## src/rtl/fetch_pkg.sv

```systemverilog
`default_nettype none
// ============================================================================
//  Module      : fetch_pkg
//  Description : Shared state encoding, opcode constants and branch-field
//                width for the instruction fetch controller.
//  Revision    : 1.0  initial release
// ============================================================================
package fetch_pkg;

  // Width of the unsigned branch displacement carried in instr[11:0]
  localparam int BR_W = 12;

  // Opcodes with special meaning to the fetch controller
  localparam logic [3:0] OP_BRF  = 4'hC;
  localparam logic [3:0] OP_BRB  = 4'hD;
  localparam logic [3:0] OP_HALT = 4'hF;

  // Controller state encoding
  typedef enum logic [2:0] {
    ST_IDLE   = 3'd0,
    ST_FETCH  = 3'd1,
    ST_ISSUE  = 3'd2,
    ST_UPDATE = 3'd3,
    ST_HALT   = 3'd4
  } state_t;

  // Opcode field of an instruction word
  function automatic logic [3:0] opcode_of(input logic [15:0] word);
    return word[15:12];
  endfunction

endpackage
`default_nettype wire

```

## src/rtl/fetch_decode.sv

```systemverilog
`default_nettype none
// ============================================================================
//  Module      : fetch_decode
//  Description : Combinational opcode decode. Selects which PC update strobe
//                an instruction needs and forms the zero-extended branch
//                offset (zero for anything that is not a branch).
//  Revision    : 1.0  initial release
// ============================================================================
module fetch_decode
  import fetch_pkg::*;
(
  input  logic [15:0] instr,
  output logic        sel_inc,
  output logic        sel_add,
  output logic        sel_sub,
  output logic        is_halt,
  output logic [15:0] offset
);

  logic [3:0] w_op;

  assign w_op = opcode_of(instr);

  // Opcode to strobe select; a HALT selects no strobe at all
  always_comb begin
    sel_inc = 1'b0;
    sel_add = 1'b0;
    sel_sub = 1'b0;
    is_halt = 1'b0;
    offset  = 16'h0000;
    case (w_op)
      OP_BRF: begin
        sel_add = 1'b1;
        offset  = {{(16 - BR_W){1'b0}}, instr[BR_W-1:0]};
      end
      OP_BRB: begin
        sel_sub = 1'b1;
        offset  = {{(16 - BR_W){1'b0}}, instr[BR_W-1:0]};
      end
      OP_HALT: begin
        is_halt = 1'b1;
      end
      default: begin
        sel_inc = 1'b1;
      end
    endcase
  end

endmodule
`default_nettype wire

```

## src/rtl/fetch_ctrl.sv

```systemverilog
`default_nettype none
// ============================================================================
//  Module      : fetch_ctrl
//  Description : Instruction fetch controller. Reads a word at pc, hands it
//                downstream with a valid/ack handshake, counts accepted
//                instructions and pulses one PC update strobe per
//                instruction. A HALT opcode parks the controller until reset.
//  Revision    : 1.0  initial release
// ============================================================================
module fetch_ctrl
  import fetch_pkg::*;
(
  input  logic        clk,
  input  logic        reset,
  input  logic [15:0] pc,
  output logic        inc,
  output logic        add,
  output logic        sub,
  output logic [15:0] offset,
  output logic        mem_rd,
  output logic [15:0] mem_addr,
  input  logic        mem_ready,
  input  logic [15:0] mem_data,
  output logic [15:0] instr,
  output logic        instr_valid,
  input  logic        instr_ack,
  output logic        halted,
  output logic [15:0] icount
);

  state_t      r_state;
  state_t      w_next_state;
  logic [15:0] r_instr;
  logic [15:0] r_icount;

  logic        w_sel_inc;
  logic        w_sel_add;
  logic        w_sel_sub;
  logic        w_is_halt;
  logic [15:0] w_offset;

  // Decode always looks at the latched word, which is stable from ISSUE on
  fetch_decode u_decode (
    .instr   (r_instr),
    .sel_inc (w_sel_inc),
    .sel_add (w_sel_add),
    .sel_sub (w_sel_sub),
    .is_halt (w_is_halt),
    .offset  (w_offset)
  );

  // State register; reset drops straight to IDLE so every output clears at once
  always_ff @(posedge clk or posedge reset) begin
    if (reset) begin
      r_state <= ST_IDLE;
    end else begin
      r_state <= w_next_state;
    end
  end

  // Capture the fetched word only on the completing FETCH cycle
  always_ff @(posedge clk or posedge reset) begin
    if (reset) begin
      r_instr <= 16'h0000;
    end else if (r_state == ST_FETCH && mem_ready) begin
      r_instr <= mem_data;
    end
  end

  // Count accepted instructions; wraps naturally at 16 bits
  always_ff @(posedge clk or posedge reset) begin
    if (reset) begin
      r_icount <= 16'h0000;
    end else if (r_state == ST_ISSUE && instr_ack) begin
      r_icount <= r_icount + 16'h0001;
    end
  end

  // Next-state logic and Moore outputs; strobes only ever come from UPDATE
  always_comb begin
    w_next_state = r_state;
    inc          = 1'b0;
    add          = 1'b0;
    sub          = 1'b0;
    offset       = 16'h0000;
    mem_rd       = 1'b0;
    mem_addr     = 16'h0000;
    instr_valid  = 1'b0;
    halted       = 1'b0;
    case (r_state)
      ST_IDLE: begin
        w_next_state = ST_FETCH;
      end
      ST_FETCH: begin
        mem_rd   = 1'b1;
        mem_addr = pc;
        if (mem_ready) begin
          w_next_state = ST_ISSUE;
        end
      end
      ST_ISSUE: begin
        instr_valid = 1'b1;
        if (instr_ack) begin
          w_next_state = w_is_halt ? ST_HALT : ST_UPDATE;
        end
      end
      ST_UPDATE: begin
        inc          = w_sel_inc;
        add          = w_sel_add;
        sub          = w_sel_sub;
        offset       = w_offset;
        w_next_state = ST_FETCH;
      end
      ST_HALT: begin
        halted = 1'b1;
      end
      default: begin
        w_next_state = ST_IDLE;
      end
    endcase
  end

  assign instr  = r_instr;
  assign icount = r_icount;

endmodule
`default_nettype wire
```

## config.mk

```make
export PLATFORM = sky130hd
export DESIGN_NAME = fetch_ctrl
export DESIGN_NICKNAME = d
export VERILOG_FILES = /design/src/rtl/fetch_pkg.sv /design/src/rtl/fetch_decode.sv /design/src/rtl/fetch_ctrl.sv
export SDC_FILE = /design/constraint.sdc
export NUM_CORES = 1
export LEC_CHECK = 0
export BUFFER_PORTS_ARGS = -buffer_cell sky130_fd_sc_hd__buf_4
export CAP_MARGIN = 20
export CORE_MARGIN = 5
export CORE_UTILIZATION = 35
export CTS_CLUSTER_SIZE = 40
export DETAILED_ROUTE_END_ITERATION = 6
export PLACE_DENSITY_LB_ADDON = 0.1
export SYNTH_ARGS = -nofsm -noshare
export SYNTH_HDL_FRONTEND = slang
export SYNTH_HIERARCHICAL = 1
export SYNTH_SLANG_ARGS = --single-unit
```

## constraint.sdc

```tcl
create_clock -name clk -period 2.55 [get_ports clk]
set_input_delay 0.1275 -clock clk [delete_from_list [all_inputs] [get_ports clk]]
set_output_delay 0.1275 -clock clk [all_outputs]
set_load 0.01 [all_outputs]
```

==> metrics.md, run 1 <==
| Metric | Value |
|---|---|
| Status | finished, final reports clean |
| Slew at the pin closest to its max-slew limit | 0.5251 ns |
| Layout Utilization | 0.5452 |
| Cell Chain, Critical Path | inv_1, nor3b_2, buf_4, and2_1, buf_4 |
| Layout filler cell count | 468 |
| Via count of the first global-routing pass | 1,540 |
| Synth Register Bits | 35 |
| Height of the chip | 83.81 um |
| Distinct cell type count after synthesis | 34 |
| Fmax achieved | 0.5955 GHz |
| Clock skew after layout | 0.005516 ns |
| Static leakage | 1.427 nW |
| Crit path kind | register to output port |
| WL final | 4.717 mm |
| Flop pwr share | 0.350 |
| Number of CTS-inserted buffers | 5 |
| Mean cell area of the mapped netlist | 10.90 um^2 |
| Area of the die | 7024 um^2 |
| # diodes | 0 |
| Pwr per Cell Area | 923.4 nW/um^2 |
| Cell Count, Final, Fillers Out | 351 |
| RSZ-0062 raised after global routing | false |
| Share of total power consumed by net switching | 0.3463 |
| Largest net degree at the start of global routing | 23 |
| Worst relative slew slack | 0.6496 |
| Clock Power Share | 0.164 |
| Floorplan die width | 83.81 um |
| Post-CTS clock slew at the launch and capture registers of the worst setup and hold paths | 0.07 ns |
| Startpoint types | register |
| Remaining global-route overflow | 0 |
| Final min period | 1.679 ns |
| Initial antenna violation count | 0 |
| Max-cap viol count | 0 |
| Via density | 4.399 |
| Fraction of final layout cells with drive strength greater than 1 | 0.5196 |
| Pint | 1.713 mW |
| Clock sink total | 35 |
| Area Overhead vs Synth | 48.82% |
| Core box area | 5205 um^2 |
| Comb pwr share | 0.485 |
| Standard-cell rows | 26 |
| Final hold viol count | 0 |
| Hold WS | 0.07263 ns |
| Combined global-route utilization of all metal layers | 0.1342 |
| Top cell family by delay on the critical path | flip-flops |
| Routed length per instance | 13.44 um |
| Final instance area | 2838 um^2 |
| Area post-placement | 2728 um^2 |
| Initial core utilization | 0.3663 |
| Io pins | 106 |
| Arrival @ worst endpoint | 1.55 ns |
| Number of nets with antenna violations after detailed routing | 0 |
| Max clock buf depth | 2 |
| Biggest cell delay along the critical path | 0.49 ns |
| Power spent charging and discharging nets | 0.9073 mW |
| Clock Root Buffer | clkbuf_8 |
| Nets | 317 |
| Placer Congestion | 0.7720 |
| Drt initial violations | 18 |
| Worst voltage drop across the vdd grid | 0.6234 mV |
| Sequential area share after synthesis | 0.4593 |
| Global-route wire length before repair | 7.721 mm |
| First-pass iteration count of the detailed router | 4 |
| Post-CTS setup buffer count | 0 |
| CP required | 2.42 ns |
| Number of buffer and inverter instances along the worst setup path | 3 |
| Maximum level of the CTS H-tree | 2 |
| Post-synthesis instance area | 1907 um^2 |
| Post-route DRC | 0 |
| Total placed cells including tap cells | 342 |
| Worst Path Max Fanout | 19 |
| Endpoint class of the critical path | output port |
| Most used cell, CP | buf_4 |
| Synthesized instance count | 175 |
| Period utilisation layout | 0.6586 |
| Count of endpoints failing setup in the final report | 0 |
| Slew Limit Fails | 0 |
| CTS tree | done |
| Worst Hold Class | input port to register |
| CP max-delay cell | dfrtp_1 |
| Clk Latency, worst-skew pair | 0.28 ns |
| Yosys warns | 6 |
| Count of instances resized after the clock tree is built | 0 |
| Accumulated negative setup slack | 0 ns |
| Number of input and output port buffers inserted | 101 |
| Via count of the routed design | 1,544 |
| Total half-perimeter wirelength after legalization and detailed placement | 3.733 mm |
path summary, 6_finish.rpt:
check                                  start         end  slack, ns  cells after the start
max in group asynchronous              reset   instr[13]       1.41                      4
worst min register to register    icount[15]  icount[15]       0.48                      1
worst min-delay path            mem_data[12]   instr[12]       0.07                      2
worst max register to register    r_state[2]   icount[6]       0.90                      4
worst max-delay path              r_state[1]   offset[8]       0.87                      5
min in group asynchronous              reset   instr[10]       0.46                      3
cell usage after synthesis:
cell type	instances	share of area
nand2b_1	2	0.0066
nand3_1	7	0.018
ha_1	1	0.0066
a21oi_1	1	0.0026
and2_4	10	0.046
nor3_1	1	0.0026
and4_1	1	0.0046
nor3_2	1	0.0052
xor2_1	3	0.014
mux2_2	17	0.10
mux2i_1	1	0.0052
nor2b_1	2	0.0066
and4bb_2	1	0.0066
and2_1	38	0.12
buf_6	2	0.012
clkbuf_1	1	0.0020
and4_2	1	0.0052
nor4bb_1	1	0.0052
buf_4	6	0.024
nor3b_2	1	0.0066
nor2_1	6	0.012
nor3b_1	2	0.0079
nand4_1	4	0.013
inv_1	4	0.0079
dfrtp_1	35	0.46
o211ai_1	1	0.0039
o21ai_0	1	0.0026
conb_1	1	0.0020
and3b_2	1	0.0052
nand4_2	1	0.0066
xnor2_1	12	0.055
buf_2	2	0.0052
and3_1	1	0.0033
nand2_1	6	0.012
flip-flops by register name (all words and copies together) (netlist names):
| name | flops |
|---|---|
| icount | 16 |
| instr | 16 |
| r_state | 3 |
final cells by class:
| type | instances | area (um^2) | area share |
|---|---|---|---|
| well taps | 70 | 87.58 | 0.03086 |
| inverters | 4 | 15.01 | 0.005291 |
| multi-input cells | 128 | 960.9 | 0.3386 |
| clock buffers | 8 | 100.1 | 0.03527 |
| repair buffers | 106 | 798.3 | 0.2813 |
| flip-flops and latches | 35 | 875.8 | 0.3086 |
layout by cell type (no fill, tap or decap):
master	count
a21oi_1	1
clkbuf_1	1
and3b_2	1
nand2_1	6
nor4bb_4	1
dfrtp_1	35
inv_1	4
clkbuf_8	7
nand4_1	4
and2_4	10
nor3b_1	2
nor2_1	6
dlygate4sd3_1	1
and2_1	38
nor3b_2	1
o21ai_0	1
nand3_1	7
nor3_1	1
ha_1	1
nand4_2	1
o211ai_1	1
conb_1	4
nand2b_1	2
xor2_1	3
nor3_2	1
and3_1	1
and4_2	1
and4bb_2	1
mux2i_1	1
buf_4	105
nor2b_1	2
and4_1	1
xnor2_1	12
mux2_2	17
worst reg2reg max path, cell delays in order (launching register included):
cell and delay (ns):
dfrtp_1 0.49, and4bb_2 0.44, and3_1 0.31, nand4_1 0.15, xnor2_1 0.15
layer usage:
metal  up-vias  GRT usage  wire (um)
li1        776          -          -
met1       709     0.1721       2130
met2        57     0.2104       2246
met3         2    0.05331        323
met4         0    0.03509         18
met5         -          0          0
timing repair:
action	4_1_cts	5_1_grt
setup endpoints to repair	0	0
hold endpoints to repair	13	0
hold buffers	1	0
through the flow:
step	setup WS [ns]	power (mW)
floorplan	1.016	1.584
global placement	0.9383	2.214
detailed placement	0.8754	2.223
CTS	0.8248	2.671
global route	0.7253	2.827
finish	0.8706	2.620
power groups by stage:
stage	registers [mW]	clock network, mW	logic [mW]
floorplan	0.958	0	0.627
CTS	0.920	0.454	1.30
global placement	0.929	0	1.29
detailed placement	0.928	0	1.29
global route	0.953	0.481	1.39
finish	0.918	0.431	1.27
cell families after synthesis:
kind of cell	count (synthesis)	share of synthesized area
AND/OR/NAND/NOR	87	0.2979
adder cells (fa/ha/maj)	1	0.006561
AO/OA/AOI/OAI	3	0.009183
multiplexers	18	0.1056
XOR/XNOR	15	0.06890
other	1	0.001967
flip-flops	35	0.4593
buffers and inverters	15	0.05052
(Power assumes the default switching activity.)
==> inputs of run 2 (changes only) <==
ABC_AREA = 1   (was unset)
clock period = 1.5 ns   (was 2.55 ns; I/O delays follow)
==> run 2 against run 1 <==
Net effect:
- power decreased by 26%
- cell area increased by 20%
- clock power increased by 100%
- setup slack got worse by 0.80 ns
- critical path depth increased by 1
- critical path type unchanged
==> metrics.md, run 2 <==
| Metric | Value |
|---|---|
| Status | finished, final reports clean |
| Number of enable-type register cells in the synthesized netlist | 0 (unchanged) |
| Worst r2r path cells | 7 (+3) |
| Worst Path Max Fanout | 16 (-3) |
| Highest layer used for signal routing | met4 |
| Via count of the routed design | 2,223 (+44%) |
| RSZ-0062 raised after global routing | true |
| Fraction of final layout cells with drive strength greater than 1 | 0.3900 (-0.1296) |
| Drt initial violations | 77 (+59) |
| Share of the synthesized area in the top cell type | 0.3904 (-0.06891) |
| Layout Utilization | 0.5412 (-0.004032) |
| Startpoint types | register |
| Count of endpoints failing setup in the final report | 0 (unchanged) |
| Cell Chain, Critical Path | inv_2, nand2_2, nor2_4, inv_6, nor2_1, buf_4 |
| # diodes | 0 (unchanged) |
| CP required | 1.42 ns (-1.00 ns) |
| Share of total power consumed by net switching | 0.2200 (-0.1263) |
| Final Total Pwr | 1.944 mW (-26%) |
| Accumulated negative setup slack | 0 ns (unchanged) |
| Comb pwr share | 0.072 (-0.413) |
| Flop pwr share | 0.485 (+0.135) |
| Total placed cells including tap cells | 490 (+43%) |
| Number of CTS-inserted buffers | 5 (unchanged) |
| Worst Hold Class | input port to register |
| Number of buffer and inverter instances along the worst setup path | 3 (unchanged) |
| Startpoint of the most critical setup path | r_state[1] |
| Cell Count, Final, Fillers Out | 518 (+48%) |
| WL final | 6.427 mm (+36%) |
| Remaining global-route overflow | 0 (unchanged) |
| Routed length on met3 | 338 um (+4.6%) |
| Sequential area share after synthesis | 0.3904 (-0.06891) |
| Critical R2R Launch | r_state[0] |
| Clock Root Buffer | clkbuf_8 |
| Clock skew after layout | 0.01200 ns (+0.006486 ns) |
| CP max-delay cell | dfrtp_2 |
| Pwr per Cell Area | 572.4 nW/um^2 (-38%) |
| Critical R2R Capture | icount[12] |
| Initial antenna violation count | 0 (unchanged) |
| Clock Power Share | 0.443 (+0.279) |
| First-pass iteration count of the detailed router | 4 (unchanged) |
| Worst voltage drop across the vdd grid | 0.3568 mV (-43%) |
| Top cells by area in the synthesized netlist | dfrtp_1 (39%), nand2_1 (11%), inv_1 (11%) |
| Slew Limit Fails | 0 (unchanged) |
| Yosys warns | 6 (unchanged) |
| Synthesized instance count | 313 (+79%) |
| Nets | 477 (+50%) |
| Final min period | 1.434 ns |
| Area of the die | 8111 um^2 (+15%) |
| Worst R2R Setup Slack | 0.09 ns (-0.81 ns) |
| Highest-count cells in the layout ignoring fill and taps | buf_4 (116), nand2_1 (67), inv_1 (64) |
| Clk Latency, worst-skew pair | 0.30 ns (+0.02 ns) |
| Arrival @ worst endpoint | 1.36 ns (-0.19 ns) |
| Distinct cell type count after synthesis | 26 (-24%) |
| Final hold viol count | 0 (unchanged) |
| Cell taking the most area after synthesis | dfrtp_1 |
| Endpoint class of the critical path | output port |
| CTS tree | done |
| Clock sink total | 35 (unchanged) |
| Core box area | 6277 um^2 (+21%) |
| Height of the chip | 90.06 um (+7.5%) |
| Routed length per instance | 12.41 um (-7.7%) |
| Crit path kind | register to output port |
| Post-synthesis instance area | 2243 um^2 (+18%) |
| Standard-cell rows | 29 (+12%) |
| FF/Latch Area | 877.1 um^2 (+0.14%) |
| Max clock buf depth | 2 (unchanged) |
| Top cell family by delay on the critical path | flip-flops |
| Met2 Routed Length | 3.178 mm (+41%) |
| Met1 layer wirelength in the final routing | 2.821 mm (+32%) |
| Placer Congestion | 0.7890 (+2.2%) |
| Io pins | 106 (unchanged) |
| Share of flip-flops with an asynchronous set or reset after synthesis | 1.000 (unchanged) |
| Pint | 1.517 mW (-11%) |
| Synth Register Bits | 35 (unchanged) |
| Mean cell area of the mapped netlist | 7.167 um^2 (-34%) |
| Post-CTS clock slew at the launch and capture registers of the worst setup and hold paths | 0.08 ns (about the same) |
| Power spent charging and discharging nets | 0.4278 mW (-53%) |
| Area Overhead vs Synth | 51.42% |
| Most common cell in the synthesized netlist | nand2_1 |
| Leading register cell type out of synthesis | dfrtp_1 |
| Largest net degree at the start of global routing | 36 (+57%) |
| Biggest cell delay along the critical path | 0.43 ns (-0.06 ns) |
| Via count of the first global-routing pass | 2,148 (+39%) |
| Global-route wire length before repair | 10.31 mm (+34%) |
| Number of nets with antenna violations after detailed routing | 0 (unchanged) |
| Period utilisation layout | 0.9559 |
| Most common cell after layout, fill and taps aside | buf_4 |
| Via density | 4.292 (-2.4%) |
| Static leakage | 1.773 nW (+24%) |
| Floorplan die width | 90.06 um (+7.5%) |
| Maximum level of the CTS H-tree | 2 (unchanged) |
| Fmax achieved | 0.6974 GHz |
| Total half-perimeter wirelength after legalization and detailed placement | 4.570 mm (+22%) |
| Combined global-route utilization of all metal layers | 0.1516 (+0.01740) |
| Number of cells on the critical path | 6 (+1) |
| Area of combinational cells with multiple inputs | 1061 um^2 (+10%) |
| Post-route DRC | 0 (unchanged) |
| Initial core utilization | 0.3574 (-0.008961) |
| Worst hold stages | 3 (+1) |
| Number of input and output port buffers inserted | 101 (unchanged) |
| Top post-synthesis cells by count | nand2_1 (67), inv_1 (64), nor2_1 (54), dfrtp_1 (35), nand3_1 (16) |
| Layout filler cell count | 655 (+40%) |
| Capturing element of the worst setup path | mem_addr[8] |
| Max-cap viol count | 0 (unchanged) |
## run 2: worst min-delay path by stage
stage	start	to	slack, ns
after floorplan	mem_data[10]	instr[10]	0.20
after global placement	reset	icount[2]	0.22
after detailed placement	reset	instr[14]	0.22
after CTS	mem_data[6]	instr[6]	0.002
after global routing	mem_data[3]	instr[3]	0.01
final	mem_data[15]	instr[15]	0.01
## run 2: routing by layer
layer  track usage  vias to the layer above
li1              -                     1170
met2        0.2579                       57
met4       0.05211                        0
met1        0.1819                      988
met3       0.04424                        8
met5             0                        -
## run 2: layout make-up
type / count / area share
multi-input cells: 203 / 0.3123
clock buffers: 5 / 0.02026
well taps: 77 / 0.02836
inverters: 68 / 0.07735
flip-flops and latches: 35 / 0.2582
repair buffers: 127 / 0.2906
clock inverters: 3 / 0.01289
## run 2: tightest hold or removal path, stage by stage
cell	delay [ns]
buf_4	0.08
nand3_2	0.06
nand2_1	0.06
## run 2: kinds of logic after synthesis
logic type,after synthesis,synth area share
buf+inv,80,0.1589
other cells,1,0.001672
compound gates,5,0.01115
xor+xnor,9,0.03513
simple gates,182,0.3971
flops,35,0.3904
fa+ha+maj,1,0.005576
## run 2: repair_timing
item | in CTS | in global routing
hold buffers | 9 | 0
endpoints found under the hold margin | 43 | 0
endpoints found under the setup margin | 32 | 39
pin swaps | 1 | 3
cloned | 0 | 2
setup buffers | 2 | 7
resized for setup | 3 | 10
## run 2: power by group through the flow
stage                     Sequential (mW)  Clock [mW]  Combinational [mW]
after floorplan                     0.961           0              0.0458
after global placement              0.961           0               0.118
after detailed placement            0.961           0               0.119
after CTS                           0.943       0.892               0.138
after global routing                0.943       0.929               0.154
final                               0.943       0.862               0.140
## run 2: through the flow
step,cell area (um^2),setup WS (ns),hold slack (ns)
3_3_place_gp,3068,0.1920,0.2206
6_report,3397,0.06609,0.01130
3_5_place_dp,3068,0.1708,0.2205
2_1_floorplan,2255,0.1515,0.2034
4_1_cts,3299,0.01628,0.001785
5_1_grt,3397,-0.03199,0.01444
==> inputs of run 3 (changes only) <==
SETUP_SLACK_MARGIN = 0.2   (was unset)
==> run 3 against run 2 <==
Net effect:
- fmax fell by 2.1%
- sequential share of layout area fell by 3.2 points
- final cell count up 3.3%
- utilization rose by 8.0 points
- via count grew 6.8%
- critical path depth rose by 3
- register-to-register slack worse by 0.06 ns
- cell area is 15% higher
- sequential cell count unchanged
- wire length rose by 9.5%
- power is essentially flat
- first-iteration DRC count shrank 5.2%
- largest power group unchanged
- highest routed layer unchanged
==> metrics.md, run 3 (synthesis results as in run 2) <==
| Metric | Value |
|---|---|
| Layout Utilization | 0.6213 (+0.08013) |
| Area Overhead vs Synth | 73.84% |
| Final min period | 1.465 ns (+0.03111 ns) |
| Fmax achieved | 0.6826 GHz (-2.1%) |
| Combined global-route utilization of all metal layers | 0.1674 (+0.01577) |
| WL final | 7.035 mm (+9.5%) |
| Pint | 1.518 mW (+0.12%) |
| Worst Hold Class | input port to register |
| Worst voltage drop across the vdd grid | 0.4709 mV (+32%) |
| Max clock buf depth | 2 (unchanged) |
| Static leakage | 2.019 nW (+14%) |
| Clock sink total | 35 (unchanged) |
| Nets | 494 (+3.6%) |
| Highest-count cells in the layout ignoring fill and taps | buf_4 (116), inv_1 (61), nand2_1 (60) |
| Initial core utilization | 0.3574 (unchanged) |
| Drt initial violations | 73 (-5.2%) |
| Endpoint class of the critical path | register |
| Crit path kind | register to register |
| Clock Root Buffer | clkbuf_8 |
| RSZ-0062 raised after global routing | true |
| Hold Startpoint | mem_data[8] |
| Standard-cell rows | 29 (unchanged) |
| FF/Latch Area | 882.1 um^2 (+0.57%) |
| Final hold viol count | 0 (unchanged) |
| # diodes | 0 (unchanged) |
| Global-route wire length before repair | 11.19 mm (+8.6%) |
| Largest net degree at the start of global routing | 36 (unchanged) |
| Critical R2R Launch | r_state[1] |
| Power spent charging and discharging nets | 0.4269 mW (-0.20%) |
| Period utilisation layout | 0.9767 (+0.02074) |
| CTS tree | done |
| Number of nets with antenna violations after detailed routing | 0 (unchanged) |
| Worst hold stages | 3 (unchanged) |
| Worst Path Max Fanout | 5 (-11) |
| Fraction of final layout cells with drive strength greater than 1 | 0.4978 (+0.1078) |
| Clk Latency, worst-skew pair | 0.29 ns (about the same) |
| Post-CTS clock slew at the launch and capture registers of the worst setup and hold paths | 0.08 ns (about the same) |
| Initial antenna violation count | 0 (unchanged) |
| Number of CTS-inserted buffers | 5 (unchanged) |
| Comb pwr share | 0.075 (+0.003) |
| Max-cap viol count | 0 (unchanged) |
| Status | finished, final reports clean |
| Layout filler cell count | 556 (-15%) |
| Worst r2r path cells | 9 (+2) |
| Core box area | 6277 um^2 (unchanged) |
| Arrival @ worst endpoint | 1.70 ns (+0.34 ns) |
| Count of endpoints failing setup in the final report | 0 (unchanged) |
| Io pins | 106 (unchanged) |
| Post-route DRC | 0 (unchanged) |
| Area of the die | 8111 um^2 (unchanged) |
| Via count of the first global-routing pass | 2,355 (+9.6%) |
| First-pass iteration count of the detailed router | 4 (unchanged) |
| Placer Congestion | 0.7603 (-3.6%) |
| Total half-perimeter wirelength after legalization and detailed placement | 4.508 mm (-1.3%) |
| Share of total power consumed by net switching | 0.2195 (-0.0005520) |
| Flop pwr share | 0.485 (about the same) |
| Hold WS | 0.01099 ns (-0.0003113 ns) |
| Floorplan die width | 90.06 um (unchanged) |
| Via count of the routed design | 2,374 (+6.8%) |
| Remaining global-route overflow | 0 (unchanged) |
| Clock Power Share | 0.440 (-0.003) |
| Maximum level of the CTS H-tree | 2 (unchanged) |
| Number of input and output port buffers inserted | 101 (unchanged) |
| Startpoint of the most critical setup path | r_state[1] |
| Routed length per instance | 13.15 um (+6.0%) |
| Clock skew after layout | 0.007886 ns (-0.004115 ns) |
| Height of the chip | 90.06 um (unchanged) |
| Startpoint types | register |
| Area of combinational cells with multiple inputs | 1286 um^2 (+21%) |
| CP required | 1.73 ns (+0.31 ns) |
| Via density | 4.437 (+3.4%) |
| Pwr per Cell Area | 498.8 nW/um^2 (-13%) |
| Slew Limit Fails | 0 (unchanged) |
| Most common cell after layout, fill and taps aside | buf_4 |
-- run 3: final timing paths --
kind                               to  slack, ns
setup / recovery           icount[14]       0.03
hold / removal               instr[8]       0.01
setup reg to reg           icount[14]       0.03
hold reg to reg              instr[2]       0.50
max in group asynchronous  r_state[1]       0.67
min in group asynchronous   icount[2]       0.48
-- run 3: layout make-up --
type | instances | share of cell area
timing repair buffer | 144 | 0.3231
clock inverter | 3 | 0.01123
clock buffer | 5 | 0.01765
multi-input combinational | 203 | 0.3298
tap | 77 | 0.02470
inverter | 68 | 0.06737
sequential | 35 | 0.2262
-- run 3: routing by layer --
metal / up-vias / wire length [um] / track usage
li1: 1208 / - / -
met1: 1095 / 2817 / 0.1966
met2: 60 / 3739 / 0.2817
met3: 11 / 351 / 0.05008
met4: 0 / 127 / 0.07196
met5: - / 0 / 0
-- run 3: stage by stage --
| step | power, mW | std cells | cell area (um^2) | worst slack [ns] | TNS (ns) |
|---|---|---|---|---|---|
| 2_1_floorplan | 1.007 | 316 | 2257 | 0.2045 | 0 |
| 3_3_place_gp | 1.079 | 488 | 3068 | 0.1596 | 0 |
| 3_5_place_dp | 1.080 | 488 | 3068 | 0.1240 | 0 |
| 4_1_cts | 1.974 | 524 | 3561 | 0.03037 | 0 |
| 5_1_grt | 2.036 | 535 | 3900 | -0.05258 | -0.7074 |
| 6_report | 1.945 | 535 | 3900 | 0.03498 | 0 |
-- run 3: critical path: stages, from the launching register on --
cell and delay, ns:
dfrtp_2 0.43, inv_4 0.06, buf_6 0.12, nor2_4 0.13, nand2_4 0.08, nor2_4 0.20
nand2_4 0.11, nor2_4 0.14, nand3_2 0.07, nand2_2 0.07
-- run 3: timing repair --
item                                   4_1_cts  5_1_grt
setup buffers                               15        9
gates cloned                                 3        2
setup endpoints to repair                   59       67
pin swaps                                   13       25
endpoints found under the hold margin       44        0
hold buffers                                10        0
gates resized for setup                     25       64
-- run 3: power groups by stage --
stage / Sequential (mW) / Combinational (mW) / Clock (mW)
6_report: 0.943 / 0.146 / 0.857
5_1_grt: 0.942 / 0.161 / 0.932
4_1_cts: 0.943 / 0.143 / 0.888
3_5_place_dp: 0.961 / 0.119 / 0
3_3_place_gp: 0.961 / 0.118 / 0
2_1_floorplan: 0.961 / 0.0458 / 0
